## src/rtl/pipeline_run_ctrl.sv

```systemverilog
// pipeline_run_ctrl: run-control unit for the pipelined CPU.
// Turns HALT / RUN / STEP N / CPU_RST commands into a registered pipeline
// enable and CPU reset, and counts the cycles in which the core was enabled.
// Optional breakpoint support is compiled in with PIPE_RUN_CTRL_BREAKPOINT_EN.
module pipeline_run_ctrl #(
  parameter int CNT_W      = 16,
  parameter int PC_W       = 32,
  parameter int CYC_W      = 32,
  parameter int RST_CYCLES = 2
) (
  input  logic             clk,
  input  logic             rst,
  input  logic             cmd_valid,
  output logic             cmd_ready,
  input  logic [1:0]       cmd_op,
  input  logic [CNT_W-1:0] cmd_count,
  input  logic [PC_W-1:0]  pc_in,
`ifdef PIPE_RUN_CTRL_BREAKPOINT_EN
  input  logic             bp_en,
  input  logic [PC_W-1:0]  bp_addr,
  output logic             bp_hit,
`endif
  output logic             enable,
  output logic             cpu_rst,
  output logic             busy,
  output logic [CYC_W-1:0] cycle_count
);

  localparam logic [1:0] OP_HALT    = 2'd0;
  localparam logic [1:0] OP_RUN     = 2'd1;
  localparam logic [1:0] OP_STEP    = 2'd2;
  localparam logic [1:0] OP_CPU_RST = 2'd3;

  localparam logic [7:0]       RST_INIT = 8'(RST_CYCLES);
  localparam logic [CYC_W-1:0] CYC_MAX  = {CYC_W{1'b1}};

  typedef enum logic [1:0] {
    S_RSTSEQ = 2'd0,
    S_IDLE   = 2'd1,
    S_RUN    = 2'd2,
    S_STEP   = 2'd3
  } state_t;

  state_t           state_reg, state_next;
  logic [7:0]       rst_cnt_reg, rst_cnt_next;
  logic [CNT_W-1:0] remaining_reg, remaining_next;
  logic             first_reg, first_next;
  logic             enable_reg;
  logic             cpu_rst_reg;
  logic [CYC_W-1:0] cycle_reg;
  logic             bp_hit_reg;
  logic             bp_fire;
  logic             clr_count;
  logic             accept;
  logic             bp_match;

  assign cmd_ready   = (state_reg != S_RSTSEQ);
  assign busy        = (state_reg != S_IDLE);
  assign enable      = enable_reg;
  assign cpu_rst     = cpu_rst_reg;
  assign cycle_count = cycle_reg;
  assign accept      = cmd_valid && cmd_ready;

`ifdef PIPE_RUN_CTRL_BREAKPOINT_EN
  // A breakpoint only counts on an enabled cycle that is not the first one
  // after resuming from IDLE, so a resume at the breakpoint PC moves forward.
  assign bp_match = enable_reg && bp_en && (pc_in == bp_addr) && !first_reg;
  assign bp_hit   = bp_hit_reg;
`else
  logic pc_unused;
  assign bp_match  = 1'b0;
  assign pc_unused = ^{pc_in, bp_hit_reg, first_reg};
`endif

  // Next-state logic; the if-chain order encodes command priority.
  always_comb begin
    state_next     = state_reg;
    rst_cnt_next   = rst_cnt_reg;
    remaining_next = remaining_reg;
    first_next     = 1'b0;
    bp_fire        = 1'b0;
    clr_count      = 1'b0;
    case (state_reg)
      S_RSTSEQ: begin
        if (rst_cnt_reg <= 8'd1) begin
          state_next   = S_IDLE;
          rst_cnt_next = 8'd0;
        end else begin
          rst_cnt_next = rst_cnt_reg - 8'd1;
        end
      end
      S_IDLE: begin
        if (accept) begin
          case (cmd_op)
            OP_CPU_RST: begin
              state_next   = S_RSTSEQ;
              rst_cnt_next = RST_INIT;
              clr_count    = 1'b1;
            end
            OP_RUN: begin
              state_next = S_RUN;
              first_next = 1'b1;
            end
            OP_STEP: begin
              if (cmd_count != '0) begin
                state_next     = S_STEP;
                remaining_next = cmd_count;
                first_next     = 1'b1;
              end
            end
            default: ;
          endcase
        end
      end
      S_RUN, S_STEP: begin
        if (accept && cmd_op == OP_CPU_RST) begin
          state_next     = S_RSTSEQ;
          rst_cnt_next   = RST_INIT;
          remaining_next = '0;
          clr_count      = 1'b1;
        end else if (accept && cmd_op == OP_HALT) begin
          state_next     = S_IDLE;
          remaining_next = '0;
        end else if (bp_match) begin
          state_next     = S_IDLE;
          remaining_next = '0;
          bp_fire        = 1'b1;
        end else if (state_reg == S_STEP && remaining_reg <= CNT_W'(1)) begin
          state_next     = S_IDLE;
          remaining_next = '0;
        end else if (accept && cmd_op == OP_RUN) begin
          state_next     = S_RUN;
          remaining_next = '0;
        end else if (state_reg == S_STEP) begin
          remaining_next = remaining_reg - CNT_W'(1);
        end
      end
      default: begin
        state_next   = S_RSTSEQ;
        rst_cnt_next = RST_INIT;
      end
    endcase
  end

  // State, registered outputs and the saturating enabled-cycle counter.
  always_ff @(posedge clk) begin
    if (rst) begin
      state_reg     <= S_RSTSEQ;
      rst_cnt_reg   <= RST_INIT;
      remaining_reg <= '0;
      first_reg     <= 1'b0;
      enable_reg    <= 1'b0;
      cpu_rst_reg   <= 1'b1;
      cycle_reg     <= '0;
      bp_hit_reg    <= 1'b0;
    end else begin
      state_reg     <= state_next;
      rst_cnt_reg   <= rst_cnt_next;
      remaining_reg <= remaining_next;
      first_reg     <= first_next;
      enable_reg    <= (state_next == S_RUN) || (state_next == S_STEP);
      cpu_rst_reg   <= (state_next == S_RSTSEQ);
      bp_hit_reg    <= bp_fire;
      if (clr_count) begin
        cycle_reg <= '0;
      end else if (enable_reg && cycle_reg != CYC_MAX) begin
        cycle_reg <= cycle_reg + CYC_W'(1);
      end
    end
  end

endmodule

```

## config.mk

```make
export PLATFORM = sky130hd
export DESIGN_NAME = pipeline_run_ctrl
export DESIGN_NICKNAME = d
export VERILOG_FILES = /design/src/rtl/pipeline_run_ctrl.sv
export SDC_FILE = /design/constraint.sdc
export NUM_CORES = 1
export LEC_CHECK = 0
export CAP_MARGIN = 20
export CORE_ASPECT_RATIO = 0.75
export CORE_MARGIN = 2
export CORE_UTILIZATION = 45
export DETAILED_ROUTE_END_ITERATION = 10
export PLACE_DENSITY = 0.81
export SYNTH_ARGS = -nofsm -noshare
export SYNTH_HDL_FRONTEND = slang
export SYNTH_SLANG_ARGS = --single-unit
```

## constraint.sdc

```tcl
create_clock -name clk -period 1.9 [get_ports clk]
set_input_delay 0.38 -clock clk [delete_from_list [all_inputs] [get_ports clk]]
set_output_delay 0.38 -clock clk [all_outputs]
set_load 0.02 [all_outputs]
```

==> summary.txt, run 1 <==
Status
  – Status: finished clean

Drt
  – DRT iter0 DRCs: 246
  – WL/cell: 16.7 um
  – Vias: 4037
  – Initial DRT Pass Iterations: 5
  – Remaining DRCs: 0
  – Vias per cell: 6.03
  – Final ANT Viol Nets: 0
  – Routed WL: 11.2 mm

Clock network
  – Worst skew pair latency: 0.35 ns
  – CTS tree: done
  – Clock transition at the registers of the reported paths: 0.06 ns
  – Root Buffer: clkbuf_8
  – Clk sinks: 59
  – # hold bufs at CTS: 0
  – Deepest clock path buffer count: 2
  – Num CTS Buffers: 9
  – CTS HTree Levels: 3

Placed design
  – Post-DP Area: 4610 um2
  – Dpl cells: 648
  – Placer Congestion: 0.966
  – Post-DP HPWL: 8.00 mm
  – Port-buffer cells: 56

Finish
  – Post-route design area: 5000 um2
  – Non-Filler Instances: 670
  – Area Growth Syn to Fin: 44.4%
  – Share of layout cells above drive strength 1: 0.246
  – Number of flip-flops under the largest register name: 32
  – Most frequent cells in the layout: buf_4, clkdlybuf4s50_1, dfxtp_1, a21oi_1, nand2_1
  – Inserted Diodes: 0
  – Commonest non-fill, non-tap cell in the layout: buf_4
  – Final nets: 623

Yosys
  – Number of enable flip-flop cells after synthesis: 0
  – Yosys Warn Count: 0
  – Post-synthesis net count: 498
  – Post-synth top flop: dfxtp_1
  – Mapped Cells: 440
  – Synth async-reset ratio: 0
  – Seq cells post-synth: 59
  – Average size of a mapped cell: 7.88 um2
  – Synth cell types: 63
  – Sequential fraction of the synthesis area: 0.341
  – Cell Area, Synth: 3470 um2

Critical path
  – CP Data Arrival Time: 2.11 ns
  – Crit end category: register
  – WP data required: 2.15 ns
  – CP max FO: 6
  – Crit path kind: input port to register
  – Startpoint types: input port

Global route
  – Overall Global Routing Usage: 0.265
  – Vias in the first global route: 3773
  – Initial antenna violation count: 0
  – Largest net degree at the start of global routing: 22
  – First-pass GRT wire length: 17.9 mm
  – GRT overflow: 0

Timing
  – FMAX: 538 MHz
  – Final Critical Period: 1.86 ns
  – Slew @ Worst Pin: 0.424 ns
  – Layout Skew: 0.0103 ns
  – # setup viols final: 0
  – Fin crit share: 0.979
  – Worst slew margin: 0.715
  – Slew Viols, Final: 0
  – Final hold vios: 0

Floorplanning
  – Die Height: 80 um
  – # rows: 27
  – Core Box Area: 7400 um2
  – Chip width: 105 um
  – Die Footprint: 8430 um2
  – I/O pins: 89
  – Initial core utilization: 0.468

Pwr
  – P_leak: 1.96 nW
  – Worst-case vdd ir drop: 0.479 mV
  – PwrDens: 799 nW/um2

Min path
  – HP Class: register to register

Flow run
  – Max Cap Viol: 0
-- synth_stat cells, drive strengths merged, types with 10 or more instances --
cell type  number  area (um2)
or3            22         138
dfxtp          59        1180
o21ai          23         115
a21oi          44         224
o32ai          11        96.3
nor3           18        95.1
clkbuf         14        52.6
nand2          39         146
nand4          17         113
nor2           33         124
inv            24        90.1
nor4           13         118
a32oi          10        87.6
nand3          16        80.1
-- kinds of logic after synthesis --
logic type,Yosys count,synth area share
DFF,59,0.341
buffers and inverters,45,0.0563
xor gates and xnor gates,9,0.0227
adders and majority gates,5,0.0181
muxes,2,0.00578
and+or+nand+nor,193,0.310
AOI/OAI and AO/OA,127,0.246
-- layout make-up --
class                   count  area, um2
multi-input cells         336       2220
repair buffers            135       1180
clock inverters             5       55.1
clock buffers              10        128
fillers                   582       2390
inverters                  24       90.1
well taps                 101        126
flip-flops and latches     59       1200
-- final timing paths --
check,start,to,slack (ns),cells after the start
max,cmd_count[8],remaining_reg[3],0.04,7
min,remaining_reg[10],remaining_reg[10],0.49,2
max reg2reg,cycle_count[12],cycle_count[29],0.04,6
min reg2reg,remaining_reg[10],remaining_reg[10],0.49,2
-- repair_timing --
item                       CTS  global route
pin swaps                    1            14
setup buffers                2             4
resized for setup            7            42
setup endpoints to repair   10            36
cloned                       0             1
-- metal layers --
layer,global-route usage,vias to the layer above,wire length (um)
li1,-,1925,-
met1,0.361,1916,5100
met2,0.395,169,5000
met3,0.0824,27,912
met4,0.0907,0,204
met5,0,-,0
-- worst max-delay path: stages --
cell             delay [ns]
clkdlybuf4s50_1        0.45
nor4_2                 0.30
nand4_1                0.24
a2bb2oi_4              0.28
buf_6                  0.15
a21oi_1                0.04
o32ai_1                0.26
-- power by group --
part	switching, mW	total (mW)	internal (mW)
Sequential	0.129	1.48	1.35
Clock	0.521	1.11	0.593
Combinational	0.777	1.41	0.629
Total	1.43	4.00	2.57
-- stage by stage --
step	setup slack [ns]	utilization	hold WS [ns]	setup TNS [ns]	power (mW)
finish	0.0404	0.676	0.489	0	4.00
global route	-0.0220	0.676	0.516	-0.0768	4.23
CTS	0.0152	0.651	0.490	0	3.94
detailed placement	-0.402	0.623	0.474	-5.74	2.84
global placement	-0.275	0.623	0.465	-4.18	2.79
floorplan	0.00520	-	0.440	0	2.32
No activity file was read; power rests on OpenSTA's default activity.
==> run 2, diff against run 1 <==
- CORE_ASPECT_RATIO: 0.75 -> not set
- CTS_CLUSTER_SIZE: not set -> 25
==> summary.txt, run 2 (synthesis results as in run 1) <==
Status
  – Status: finished clean

Min path
  – Worst Min Path Start: cmd_count[6]
  – Min-Delay Endpoint: remaining_reg[6]
  – Worst hold path cell count: 4
  – HP Class: input port to register

Critical path
  – Crit end category: register
  – Cell mode on critical path: a21oi_1
  – Cell count of the worst reg-to-reg path: 6
  – Critical path's slowest cell: clkdlybuf4s50_1
  – Reg-to-Reg Start: cycle_count[12]
  – Worst R2R End: cycle_count[21]
  – Startpoint types: input port
  – R2r setup slk: 0.05 ns
  – CP max FO: 7
  – Largest stage delay on the critical path: 0.50 ns
  – CP Data Arrival Time: 2.14 ns
  – Crit path kind: input port to register
  – WP data required: 2.15 ns
  – Cells along the critical path: clkdlybuf4s50_1 > nand2b_1 > a21oi_1 > a2bb2oi_4 > buf_12 > a21oi_1 > o32ai_1

Clock network
  – Root Buffer: clkbuf_8
  – CTS HTree Levels: 3
  – Clk sinks: 59
  – Worst skew pair latency: 0.34 ns
  – CTS tree: done
  – Deepest clock path buffer count: 2
  – Clock transition at the registers of the reported paths: 0.07 ns
  – Num CTS Buffers: 9

Finish
  – Inserted Diodes: 0
  – Final nets: 638
  – Share of layout cells above drive strength 1: 0.270
  – Number of flip-flops under the largest register name: 32
  – Area Growth Syn to Fin: 51.2%
  – Register area: 1200 um2
  – Most frequent cells in the layout: buf_4, dfxtp_1, a21oi_1, clkdlybuf4s50_1, nand2_1
  – Commonest non-fill, non-tap cell in the layout: buf_4
  – Non-Filler Instances: 687
  – Post-route design area: 5240 um2
  – Filler Cells Inserted: 586
  – Multi-input combinational cell area: 2260 um2

Global route
  – Vias in the first global route: 3813
  – GRT overflow: 0
  – Overall Global Routing Usage: 0.250
  – Largest net degree at the start of global routing: 22
  – First-pass GRT wire length: 17.3 mm
  – Initial antenna violation count: 0

Pwr
  – PwrDens: 803 nW/um2
  – P_sw: 1.42 mW
  – Sw frac: 0.337
  – Sequential share of power: 0.353
  – Internal: 2.79 mW
  – Clock power frac: 0.316
  – P_leak: 2.14 nW
  – Part of the power in combinational logic: 0.331
  – Final total power: 4.20 mW
  – Worst-case vdd ir drop: 0.474 mV

Timing
  – FMAX: 528 MHz
  – Final Critical Period: 1.89 ns
  – Fin Setup TNS: 0 ns
  – Slew @ Worst Pin: 0.455 ns
  – Hold_ws: 0.488 ns
  – Worst slew margin: 0.694
  – Layout Skew: 0.0117 ns
  – Slew Viols, Final: 0
  – Fin crit share: 0.996
  – Final hold vios: 0
  – # setup viols final: 0

Placed design
  – Post-DP HPWL: 7.62 mm
  – Dpl cells: 664
  – Placer Congestion: 0.998
  – Post-DP Area: 4720 um2
  – Port-buffer cells: 56

Floorplanning
  – Chip width: 91.8 um
  – Die Height: 91.8 um
  – # rows: 32
  – Die Footprint: 8420 um2
  – Core Box Area: 7610 um2
  – I/O pins: 89
  – Initial core utilization: 0.456

Flow run
  – Max Cap Viol: 0

Drt
  – Remaining DRCs: 0
  – Final ANT Viol Nets: 0
  – DRT iter0 DRCs: 275
  – WL/cell: 16.2 um
  – Routed WL: 11.1 mm
  – Initial DRT Pass Iterations: 5
  – Vias per cell: 6.04
  – Vias: 4150
-- run 2: cell types whose count changed in the layout (fill, tap and decap cells not counted), sizes merged --
cell	delta
dlymetal6s2s	+6
clkbuf	+3
clkinvlp	-1
clkinv	-1
buf	+13
o211ai	+1
clkdlybuf4s50	-5
dlygate4sd2	-1
bufinv	+1
-- run 2: worst max path at each step --
stage | startpoint | endpoint | slack, ns | depth (start not counted)
floorplan | state_reg[1] | remaining_reg[12] | 0.005 | 7
detailed placement | cmd_count[11] | remaining_reg[9] | -0.35 | 7
global placement | cmd_count[3] | cpu_rst | -0.23 | 7
CTS | cycle_count[2] | cycle_count[2] | 0.002 | 2
finish | cmd_op[0] | remaining_reg[4] | 0.007 | 7
global route | cmd_count[15] | remaining_reg[4] | -0.03 | 7
-- run 2: layout make-up --
type,count,share of cell area
flip-flops and latches,59,0.228
clock inverters,4,0.0139
repair buffers,149,0.255
multi-input cells,337,0.431
well taps,102,0.0244
inverters,24,0.0172
clock buffers,12,0.0296
-- run 2: repair_timing --
action / 4_1_cts / 5_1_grt
buffers inserted: 0 / 5
gates resized for setup: 4 / 54
pin swaps: 0 / 21
endpoints found under the setup margin: 11 / 35
gates cloned: 1 / 1
hold buffers: 0 / 0
-- run 2: per-layer routing --
metal / global-route usage / routed length, um / up-vias
li1: - / - / 1958
met1: 0.295 / 4320 / 1947
met2: 0.446 / 5670 / 210
met3: 0.0551 / 827 / 35
met4: 0.0846 / 297 / 0
met5: 0 / 0 / -
-- run 2: critical path: cells and delay by family --
| family | cells | cell delay, ns |
|---|---|---|
| simple gates | 1 | 0.23 |
| buf+inv | 2 | 0.66 |
| compound gates | 4 | 0.87 |
-- run 2: per-stage QoR --
step / util / setup WS (ns)
floorplan: - / 0.00520
global placement: 0.621 / -0.233
detailed placement: 0.621 / -0.345
CTS: 0.652 / 0.00246
global route: 0.689 / -0.0301
finish: 0.689 / 0.00705
-- run 2: power by group through the flow --
stage | combinational, mW | sequential [mW] | clock (mW)
5_1_grt | 1.51 | 1.50 | 1.41
3_5_place_dp | 1.31 | 1.50 | 0
6_report | 1.39 | 1.49 | 1.33
4_1_cts | 1.32 | 1.47 | 1.34
2_1_floorplan | 0.837 | 1.48 | 0
3_3_place_gp | 1.27 | 1.49 | 0
